==> src/rtl/if_fetch_stage.sv <==
// Instruction-fetch stage: owns the PC, runs a request/valid handshake with a
// multi-cycle instruction memory, buffers one instruction for IF/ID.
module if_fetch_stage #(
    parameter logic [15:0] RESET_PC    = 16'h0000,
    parameter logic [3:0]  HALT_OPCODE = 4'hF
) (
    input  logic        clk,
    input  logic        rst,
    input  logic        stall_i,
    input  logic        branch_taken_i,
    input  logic [15:0] branch_target_i,
    output logic        imem_req_o,
    output logic [15:0] imem_addr_o,
    input  logic [15:0] imem_data_i,
    input  logic        imem_valid_i,
    output logic [15:0] inst_o,
    output logic [15:0] pc_o,
    output logic        fetch_valid_o,
    output logic        halted_o
);

    localparam logic [2:0] S_FETCH   = 3'd0;
    localparam logic [2:0] S_WAIT    = 3'd1;
    localparam logic [2:0] S_HOLD    = 3'd2;
    localparam logic [2:0] S_DISCARD = 3'd3;
    localparam logic [2:0] S_HALTED  = 3'd4;

    logic [2:0]  state_q, state_d;
    logic [15:0] pc_q, pc_d;
    logic [15:0] inst_q, inst_d;
    logic [15:0] target_pc;
    logic [15:0] pc_inc;

    assign target_pc = {branch_target_i[15:1], 1'b0};
    assign pc_inc    = pc_q + 16'd2;

    // A redirect wins over a stall in every state.
    always_comb begin
        state_d = state_q;
        pc_d    = pc_q;
        inst_d  = inst_q;
        case (state_q)
            S_FETCH: begin
                if (branch_taken_i) pc_d    = target_pc;
                else                state_d = S_WAIT;
            end
            S_WAIT: begin
                if (branch_taken_i) begin
                    pc_d    = target_pc;
                    state_d = imem_valid_i ? S_FETCH : S_DISCARD;
                end else if (imem_valid_i) begin
                    inst_d  = imem_data_i;
                    state_d = S_HOLD;
                end
            end
            S_HOLD: begin
                if (branch_taken_i) begin
                    pc_d    = target_pc;
                    state_d = S_FETCH;
                end else if (stall_i) begin
                    state_d = S_HOLD;
                end else if (inst_q[15:12] == HALT_OPCODE) begin
                    state_d = S_HALTED;
                end else begin
                    pc_d    = pc_inc;
                    state_d = S_FETCH;
                end
            end
            S_DISCARD: begin
                // Still owed a stale response; only its arrival frees the memory.
                if (branch_taken_i) pc_d    = target_pc;
                if (imem_valid_i)   state_d = S_FETCH;
            end
            S_HALTED: begin
                if (branch_taken_i) begin
                    pc_d    = target_pc;
                    state_d = S_FETCH;
                end
            end
            default: state_d = S_FETCH;
        endcase
    end

    always_ff @(posedge clk or posedge rst) begin
        if (rst) begin
            state_q <= S_FETCH;
            pc_q    <= RESET_PC;
            inst_q  <= 16'h0000;
        end else begin
            state_q <= state_d;
            pc_q    <= pc_d;
            inst_q  <= inst_d;
        end
    end

    // Gated by rst so no request escapes while reset is held.
    assign imem_req_o    = ~rst & (state_q == S_FETCH) & ~branch_taken_i;
    assign imem_addr_o   = pc_q;
    assign fetch_valid_o = (state_q == S_HOLD) & ~branch_taken_i;
    assign halted_o      = (state_q == S_HALTED);
    assign inst_o        = inst_q;
    assign pc_o          = pc_inc;

endmodule
==> config.mk <==
export PLATFORM = sky130hd
export DESIGN_NAME = if_fetch_stage
export DESIGN_NICKNAME = d
export VERILOG_FILES = /design/src/rtl/if_fetch_stage.sv
export SDC_FILE = /design/constraint.sdc
export NUM_CORES = 1
export LEC_CHECK = 0
export ABC_AREA = 1
export BUFFER_PORTS_ARGS = -buffer_cell sky130_fd_sc_hd__buf_2
export CAP_MARGIN = 20
export CORE_MARGIN = 4
export CORE_UTILIZATION = 52
export CTS_CLUSTER_SIZE = 12
export DETAILED_ROUTE_END_ITERATION = 6
export HOLD_SLACK_MARGIN = 0.06
export PLACE_DENSITY = 0.89
export SYNTH_ARGS = -nofsm -noshare
export SYNTH_HDL_FRONTEND = slang
export SYNTH_SLANG_ARGS = --single-unit
==> constraint.sdc <==
create_clock -name clk -period 1.84 [get_ports clk]
set_input_delay 0.092 -clock clk [delete_from_list [all_inputs] [get_ports clk]]
set_output_delay 0.092 -clock clk [all_outputs]
set_load 0.01 [all_outputs]
Yosys cells after proc, flatten, opt, wreduce, memory -nomap -nowiden:

Index checks and enable logic that the tools add are counted.

* muxes and demuxes: 15
* eq/ne operators: 12
* add/sub/neg operators: 1
* reduce and logical (&&, ||, !) cells: 6
* bitwise gates (word level): 5

Operators with widths (number)
* 2-to-1 mux 16 bit: 4
* case mux 16 bit (2 select lines): 1
* 2-to-1 mux 3 bit: 8
* adder 16 x 2 -> 16 bit, second input constant: 1
* case mux 3 bit (5 select lines): 1
* inequality test 3 bit, second input constant: 3
* AND reduction 4 bit: 2
* equality test 3 x 2 -> 1 bit, second input constant: 2
* inequality test 2 bit, second input constant: 3
* equality test 4 bit, second input constant: 1
* OR reduction 4 bit: 1
* AND 1 bit: 3
* equality test 3 x 1 -> 1 bit, second input constant: 1
* equality test 3 bit, second input constant: 1
* zero test 3 bit: 1
* AND reduction 3 bit: 1
* 2-to-1 mux 2 bit: 1
* inequality test 2 x 1 -> 1 bit, second input constant: 1
* NOT 1 bit: 2
* nonzero test 2 bit: 1

* bits in registers: 35
* word-level logic and storage cells: 42

Depth between registers and ports, before layout:

Gate-level depths: netlist of the first run.

* word-level depth: 5
* depth in mapped cells: 9

Worst setup path after synthesis of the first run:

No wires, ideal clock.

* path kind: reg2reg
* from: register pc_q[1], in the netlist imem_addr_o[1]
* to: register pc_q[13], in the netlist imem_addr_o[13]
* cell stages (with the launch flop): 9
* required time: 1.724 ns
* setup slack: 0.494 ns
* period minus slack after synthesis: 1.346 ns
* buffers on the path: 0
* arrival: 1.230 ns
* path through: dfrtp_1 -> ha_1 -> nand3_1 -> inv_1 -> nand3_1 -> nand2_1 -> nand3_1 -> nand2_1 -> nand2_1

* cells in the longest elaborated chain, start to end: 5

Ends and longest elaborated chain
* start, declared: line 29 `logic [15:0] pc_q, pc_d;`
* start signal, assigned: line 91 `pc_q <= pc_d;`
* adder 16 x 2 -> 16 bit: line 35 `assign pc_inc = pc_q + 16'd2;`
* 2-to-1 mux 16 bit: line 62 `end else if (inst_q[15:12] == HALT_OPCODE) begin`
* 2-to-1 mux 16 bit: line 60 `end else if (stall_i) begin`
* 2-to-1 mux 16 bit: line 57 `if (branch_taken_i) begin`
* case mux 16 bit (2 select lines): line 42 `case (state_q)`

Every way passes these cells. The select of a mux whose other input is x is not followed.
A chain may end at the register's enable or synchronous reset.

Worst setup path after layout of the first run:

* from: register pc_q[6], in the netlist imem_addr_o[6]
* to: output pc_o[11]

* cells in the longest elaborated chain, start to end: 1

Ends and longest elaborated chain
* adder 16 x 2 -> 16 bit: line 35
* end, declared: line 17 `output logic [15:0] pc_o,`

Every way passes these cells.

==> impl_results.md, run 1 <==
* Crit-path slowest cell: dfrtp_1
* Nets@finish at 451
* Synth warnings at 0
* Leak at 1.67 nW
* Netlist cell types at 28
* Period utilisation layout at 93.7%
* Cell family with most CP delay: simple AND/OR/NAND/NOR gates
* Largest net degree at the start of global routing at 35
* Slew Viols, Final at 0
* Reg-to-Reg End: imem_addr_o[8]
* Finished Layout Cells at 462
* DR WL/cell at 12.4 um
* Endpoints failing hold at 0
* Share of cells above drive strength 1 at 28.7%
* Pwr dens at 1470 nW/um^2
* Number of buffers added on ports at 84
* Hold/Removal Path Class: in2reg
* Cts bufs inserted at 5
* Worst VDD drop at 712 uV
* Hold_sp: imem_data_i[4]
* Die area at 5100 um^2
* Core area at 3770 um^2
* Max Fanout on Critical Path at 6
* Final Setup Violations at 0
* TritonCTS clock tree: yes
* Setup TNS at 0 ns
* Commonest non-fill, non-tap cell in the layout: nand2_1
* Sequence of cells on the critical path: nand2_1 > nor2_1 > nand4_1 > nand2_1 > buf_2
* RR Startpoint: state_q[0]
* Sink Count at 34
* Clk Latency, worst-skew pair at 0.28 ns
* Initial Utilization at 55.5%
* Crit Path Category: reg2out
* Antenna violations before repair at 0
* Req. time, crit path at 1.75 ns
* Worst Setup End Kind: output pin
* DR pass1 iterations at 5
* Worst Hold Path Cells at 3
* Antenna violation net count after detailed routing at 0
* IO Pins at 88
* Fill cells at 297
* Synth Register Bits at 34
* Die X at 71.4 um
* Register area share after synthesis at 40.7%
* Placed cell count at 438
* Vias per cell at 5.04
* Most common cell on crit path: nand2_1
* Detail Placement HPWL at 3.84 mm
* Gr ovfl total at 0
* Peak Freq at 580 MHz
* Residual DRC at 0
* # Post-CTS Setup Buffers at 0
* CP peak stage delay at 0.44 ns
* Vias in the first global route at 2,255
* DRT iter0 DRCs at 229
* Cell Area, Synth at 2090 um^2
* Worst-case clock buffer depth at 2
* Die span in y at 71.4 um
* Clk slew on worst S/H paths at 0.07 ns
* Fin crit period at 1.72 ns
* Status: complete, no violations
* Dpl ws at 0.176 ns
* Reg2reg setup slack at 0.35 ns
* Mapped Cells at 311
* CTS root buffer: clkbuf_8
* Avg Cell Area, Syn at 6.73 um^2
* CTS HTree Levels at 2
* Most frequent cells in the layout: 113 x nand2_1, 84 x buf_2, 47 x inv_1
* Hold WS at 0.0645 ns
* Total Wirelength at 5.74 mm
* Critical Path AT at 1.63 ns
* Row cnt at 22
* Antenna diode count at 0
* Count of max-cap constraint violations at 0
* First-pass GRT wire length at 9.76 mm
* Layout area overhead at 34.3%
* Via count at 2,329
* Final worst slack at 0.116 ns
* Crit start category: flip-flop
* RSZ-0062 raised after global routing: false
* WHS Endpoint: inst_o[4]
* R2R depth at 8
* Buf+Inv Stages, Crit Path at 1
* Final clock skew at 0.00213 ns
* GR Util All Layers at 23.4%
* Placer Congestion at 0.811
==> state kept, by name, summed over array words and instances, names as in the netlist <==
name and cells:
imem_addr_o 15, inst_o 16, state_q 3
==> logic make-up after synthesis <==
logic type	synth area share (%)
other cells	0.179
simple gates	37.9
compound gates	7.24
fa+ha+maj	0.598
xor+xnor	1.26
buf+inv	12.2
flops	40.7
==> where the power goes <==
group,leakage (nW),switching (mW),internal (mW),total (mW)
Sequential,0.420,0.363,1.09,1.45
Combinational,1.20,1.27,0.831,2.10
Clock,0.0482,0.274,0.302,0.576
==> cell type report <==
| cell class | instances | area [um^2] | area share [%] |
|---|---|---|---|
| Multi-Input combinational cell | 216 | 1000 | 35.8 |
| Clock buffer | 7 | 86.3 | 3.07 |
| Tap cell | 48 | 60.1 | 2.14 |
| Inverter | 53 | 199 | 7.08 |
| Sequential cell | 34 | 851 | 30.3 |
| Timing Repair Buffer | 103 | 603 | 21.5 |
| Clock inverter | 1 | 5.00 | 0.178 |
==> worst max path at each step <==
stage / from / end / slack (ns) / depth (start not counted)
after CTS: imem_addr_o[1] / pc_o[13] / 0.07 / 7
after global routing: imem_addr_o[8] / pc_o[13] / 0.01 / 6
after floorplan: imem_addr_o[1] / imem_addr_o[13] / 0.49 / 8
final: imem_addr_o[6] / pc_o[11] / 0.12 / 5
after global placement: state_q[1] / imem_addr_o[8] / 0.24 / 7
after detailed placement: state_q[0] / imem_addr_o[8] / 0.18 / 8
==> through the flow <==
stage	utilization [%]	area, um^2	total power [mW]
6_report	74.5	2810	4.13
5_1_grt	74.5	2810	4.50
4_1_cts	74.1	2790	4.10
3_5_place_dp	67.4	2540	3.49
3_3_place_gp	67.4	2540	3.41
2_1_floorplan	-	2100	2.69
==> worst min-delay path, stage by stage <==
cell	delay [ns]
buf_2	0.09
inv_1	0.04
o21ai_0	0.08
==> repair_timing <==
action | 4_1_cts | 5_1_grt
setup endpoints to repair | 0 | 8
hold endpoints to repair | 49 | 0
resized for setup | 0 | 6
hold buffers | 16 | 0
==> cells in the mapped netlist <==
cell / count / area (um^2)
nand2_1: 113 / 424
inv_1: 48 / 180
dfrtp_1: 34 / 851
nand3_1: 25 / 125
nor2_1: 21 / 78.8
o21ai_0: 16 / 80.1
o21ai_1: 8 / 40.0
nand4_1: 6 / 37.5
buf_4: 5 / 37.5
inv_2: 5 / 18.8
nand2_2: 4 / 25.0
or2_2: 4 / 25.0
buf_2: 3 / 15.0
nand3b_1: 2 / 15.0
nor2_2: 2 / 12.5
nor3_1: 2 / 10.0
xnor2_1: 2 / 17.5
a31o_2: 1 / 8.76
a31oi_1: 1 / 6.26
clkbuf_1: 1 / 3.75
conb_1: 1 / 3.75
ha_1: 1 / 12.5
nand3_2: 1 / 10.0
nand3_4: 1 / 17.5
nor2_4: 1 / 11.3
o2111ai_1: 1 / 8.76
o31ai_1: 1 / 7.51
xor2_1: 1 / 8.76
==> metal layers <==
layer	share of wire [%]	GRT usage, %	vias up	routed length, um
met4	0.92	7.31	0	53
met5	0	0	-	0
met1	39	28.0	1057	2240
met3	9.6	5.19	7	550
met2	50	41.5	114	2900
li1	-	-	1151	-
(Power assumes the default switching activity.)
==> inputs of run 2 (changes only) <==
Settings changed: BUFFER_PORTS_ARGS -buffer_cell sky130_fd_sc_hd__buf_2 to not set, CORE_UTILIZATION 52 to 58, DONT_BUFFER_PORTS set to 1, PLACE_DENSITY 0.89 to 0.77.
==> run 2 against run 1 <==
Net effect: register-to-register slack got worse by 0.22 ns; worst hold slack improved by 0.17 ns; worst setup slack improved by 0.018 ns; clock power increased by 20%; sequential power increased by 16%; sequential cell count unchanged; sequential share of layout area increased by 2.4 points; power decreased by 7.8%; largest cell class unchanged; cell count decreased by 14%; critical path type is now reg2reg; largest power group is now sequential cells; non-clock buffer count decreased by 63; via count decreased by 12%.
==> impl_results.md, run 2 (synthesis results as in run 1) <==
* Reg-to-Reg End: state_q[2]
* Dpl ws at 0.187 ns
* CTS root buffer: clkbuf_4
* Most frequent cells in the layout: 113 x nand2_1, 47 x inv_1, 36 x dlygate4sd3_1
* CTS HTree Levels at 2
* Gate power share at 37.8%
* Share of cells above drive strength 1 at 11.1%
* Req. time, crit path at 2.12 ns
* DR WL/cell at 13.3 um
* Crit start category: flip-flop
* Core area at 3420 um^2
* Cts bufs inserted at 5
* Switching Share at 46.8%
* Initial Utilization at 61.2%
* Worst VDD drop at 785 uV
* Peak Freq at 586 MHz
* Via count at 2,060
* Commonest non-fill, non-tap cell in the layout: nand2_1
* Worst Max-Slew Pin Slew at 0.638 ns
* Count of max-cap constraint violations at 0
* Critical Path Start: state_q[1]
* Final Setup Violations at 0
* First-pass GRT wire length at 8.57 mm
* Row cnt at 21
* Gr ovfl total at 0
* Layout area overhead at 24.8%
* Setup crit end: state_q[2]
* Vias in the first global route at 1,952
* Psw at 1.78 mW
* R2R depth at 6
* TritonCTS clock tree: yes
* Number of buffers added on ports at 0
* Pwr dens at 1460 nW/um^2
* Nets@finish at 388
* DRT iter0 DRCs at 124
* Power, Total at 3.81 mW
* Endpoints failing hold at 0
* Final worst slack at 0.134 ns
* Die area at 4630 um^2
* Placer Congestion at 0.774
* GR Util All Layers at 24.3%
* Residual DRC at 0
* Worst-case clock buffer depth at 2
* Slew Viols, Final at 0
* Clk slew on worst S/H paths at 0.11 ns
* Critical Path AT at 1.98 ns
* Final clock skew at 0.00933 ns
* Reg power frac at 44.0%
* Max Fanout on Critical Path at 5
* Antenna diode count at 0
* Leak at 1.41 nW
* Crit Path Category: reg2reg
* Worst slew margin at 57.4%
* Hold/Removal Path Class: in2reg
* Reg2reg setup slack at 0.13 ns
* Die span in y at 68.1 um
* Fin crit period at 1.71 ns
* IO Pins at 88
* Hold_sp: imem_valid_i
* Detail Placement HPWL at 3.46 mm
* Sink Count at 34
* Post-route cell area at 2610 um^2
* Pint at 2.03 mW
* DR pass1 iterations at 4
* Status: complete, no violations
* Worst Setup End Kind: flip-flop
* Total Wirelength at 5.29 mm
* Antenna violation net count after detailed routing at 0
* Largest net degree at the start of global routing at 33
* Worst Hold Path Cells at 3
* Antenna violations before repair at 0
* Clock network fraction of total power at 18.2%
* Die X at 68.1 um
* Post-place instance area at 2130 um^2
* Largest register FFs at 16
* RR Startpoint: state_q[1]
* Period utilisation layout at 92.7%
* Vias per cell at 5.19
* Clk Latency, worst-skew pair at 0.34 ns
run 2: changes by cell type in the layout (fill, tap and decap cells not counted), sizes merged:
cell,change
buf,-83
bufinv,+2
clkbuf,-2
dlygate4sd3,+20
run 2: per-layer routing:
layer  wire length, um  global-route usage [%]  share of wire (%)  vias to the layer above
li1                  -                       -                  -                     1037
met3               498                    9.20                9.4                        2
met5                 0                       0                  0                        -
met2              2760                    44.8                 52                       76
met1              2010                    26.1                 38                      945
met4                19                    5.71               0.36                        0
run 2: power by group through the flow:
stage | clock network (mW) | logic [mW] | registers, mW
floorplan | 0 | 1.14 | 1.55
global placement | 0 | 1.30 | 1.66
detailed placement | 0 | 1.34 | 1.67
CTS | 0.708 | 1.41 | 1.66
global route | 0.730 | 1.66 | 1.74
finish | 0.692 | 1.44 | 1.68
run 2: stage by stage:
step	TNS [ns]	utilization, %	hold slack [ns]	instances
global route	-0.0269	76.4	0.247	397
CTS	0	75.9	0.187	397
global placement	0	62.3	0.0985	353
floorplan	0	-	0.189	312
detailed placement	0	62.3	0.0957	353
finish	0	76.4	0.233	397
run 2: layout make-up:
class | count | area, um^2
clock buffers | 5 | 37.5
clock inverters | 3 | 68.8
fillers | 263 | 805
inverters | 53 | 199
multi-input cells | 216 | 1000
flip-flops and latches | 34 | 853
well taps | 46 | 57.6
repair buffers | 40 | 390
run 2: worst min path at each step:
stage,end
3_5_place_dp,imem_addr_o[1]
2_1_floorplan,state_q[2]
3_3_place_gp,imem_addr_o[1]
6_report,inst_o[7]
4_1_cts,inst_o[7]
5_1_grt,imem_req_o
run 2: repair_timing:
action	in CTS	in global routing
hold endpoints to repair	49	0
endpoints found under the setup margin	0	9
hold buffers	36	0
gates resized for setup	0	8
setup buffers	0	0
run 2: critical path, stage by stage (launching register included):
cell	delay, ns
dfrtp_1	0.46
inv_2	0.10
nand2_2	0.08
nor2_1	0.23
nand2_1	0.13
o31ai_1	0.08
dlygate4sd3_1	0.57
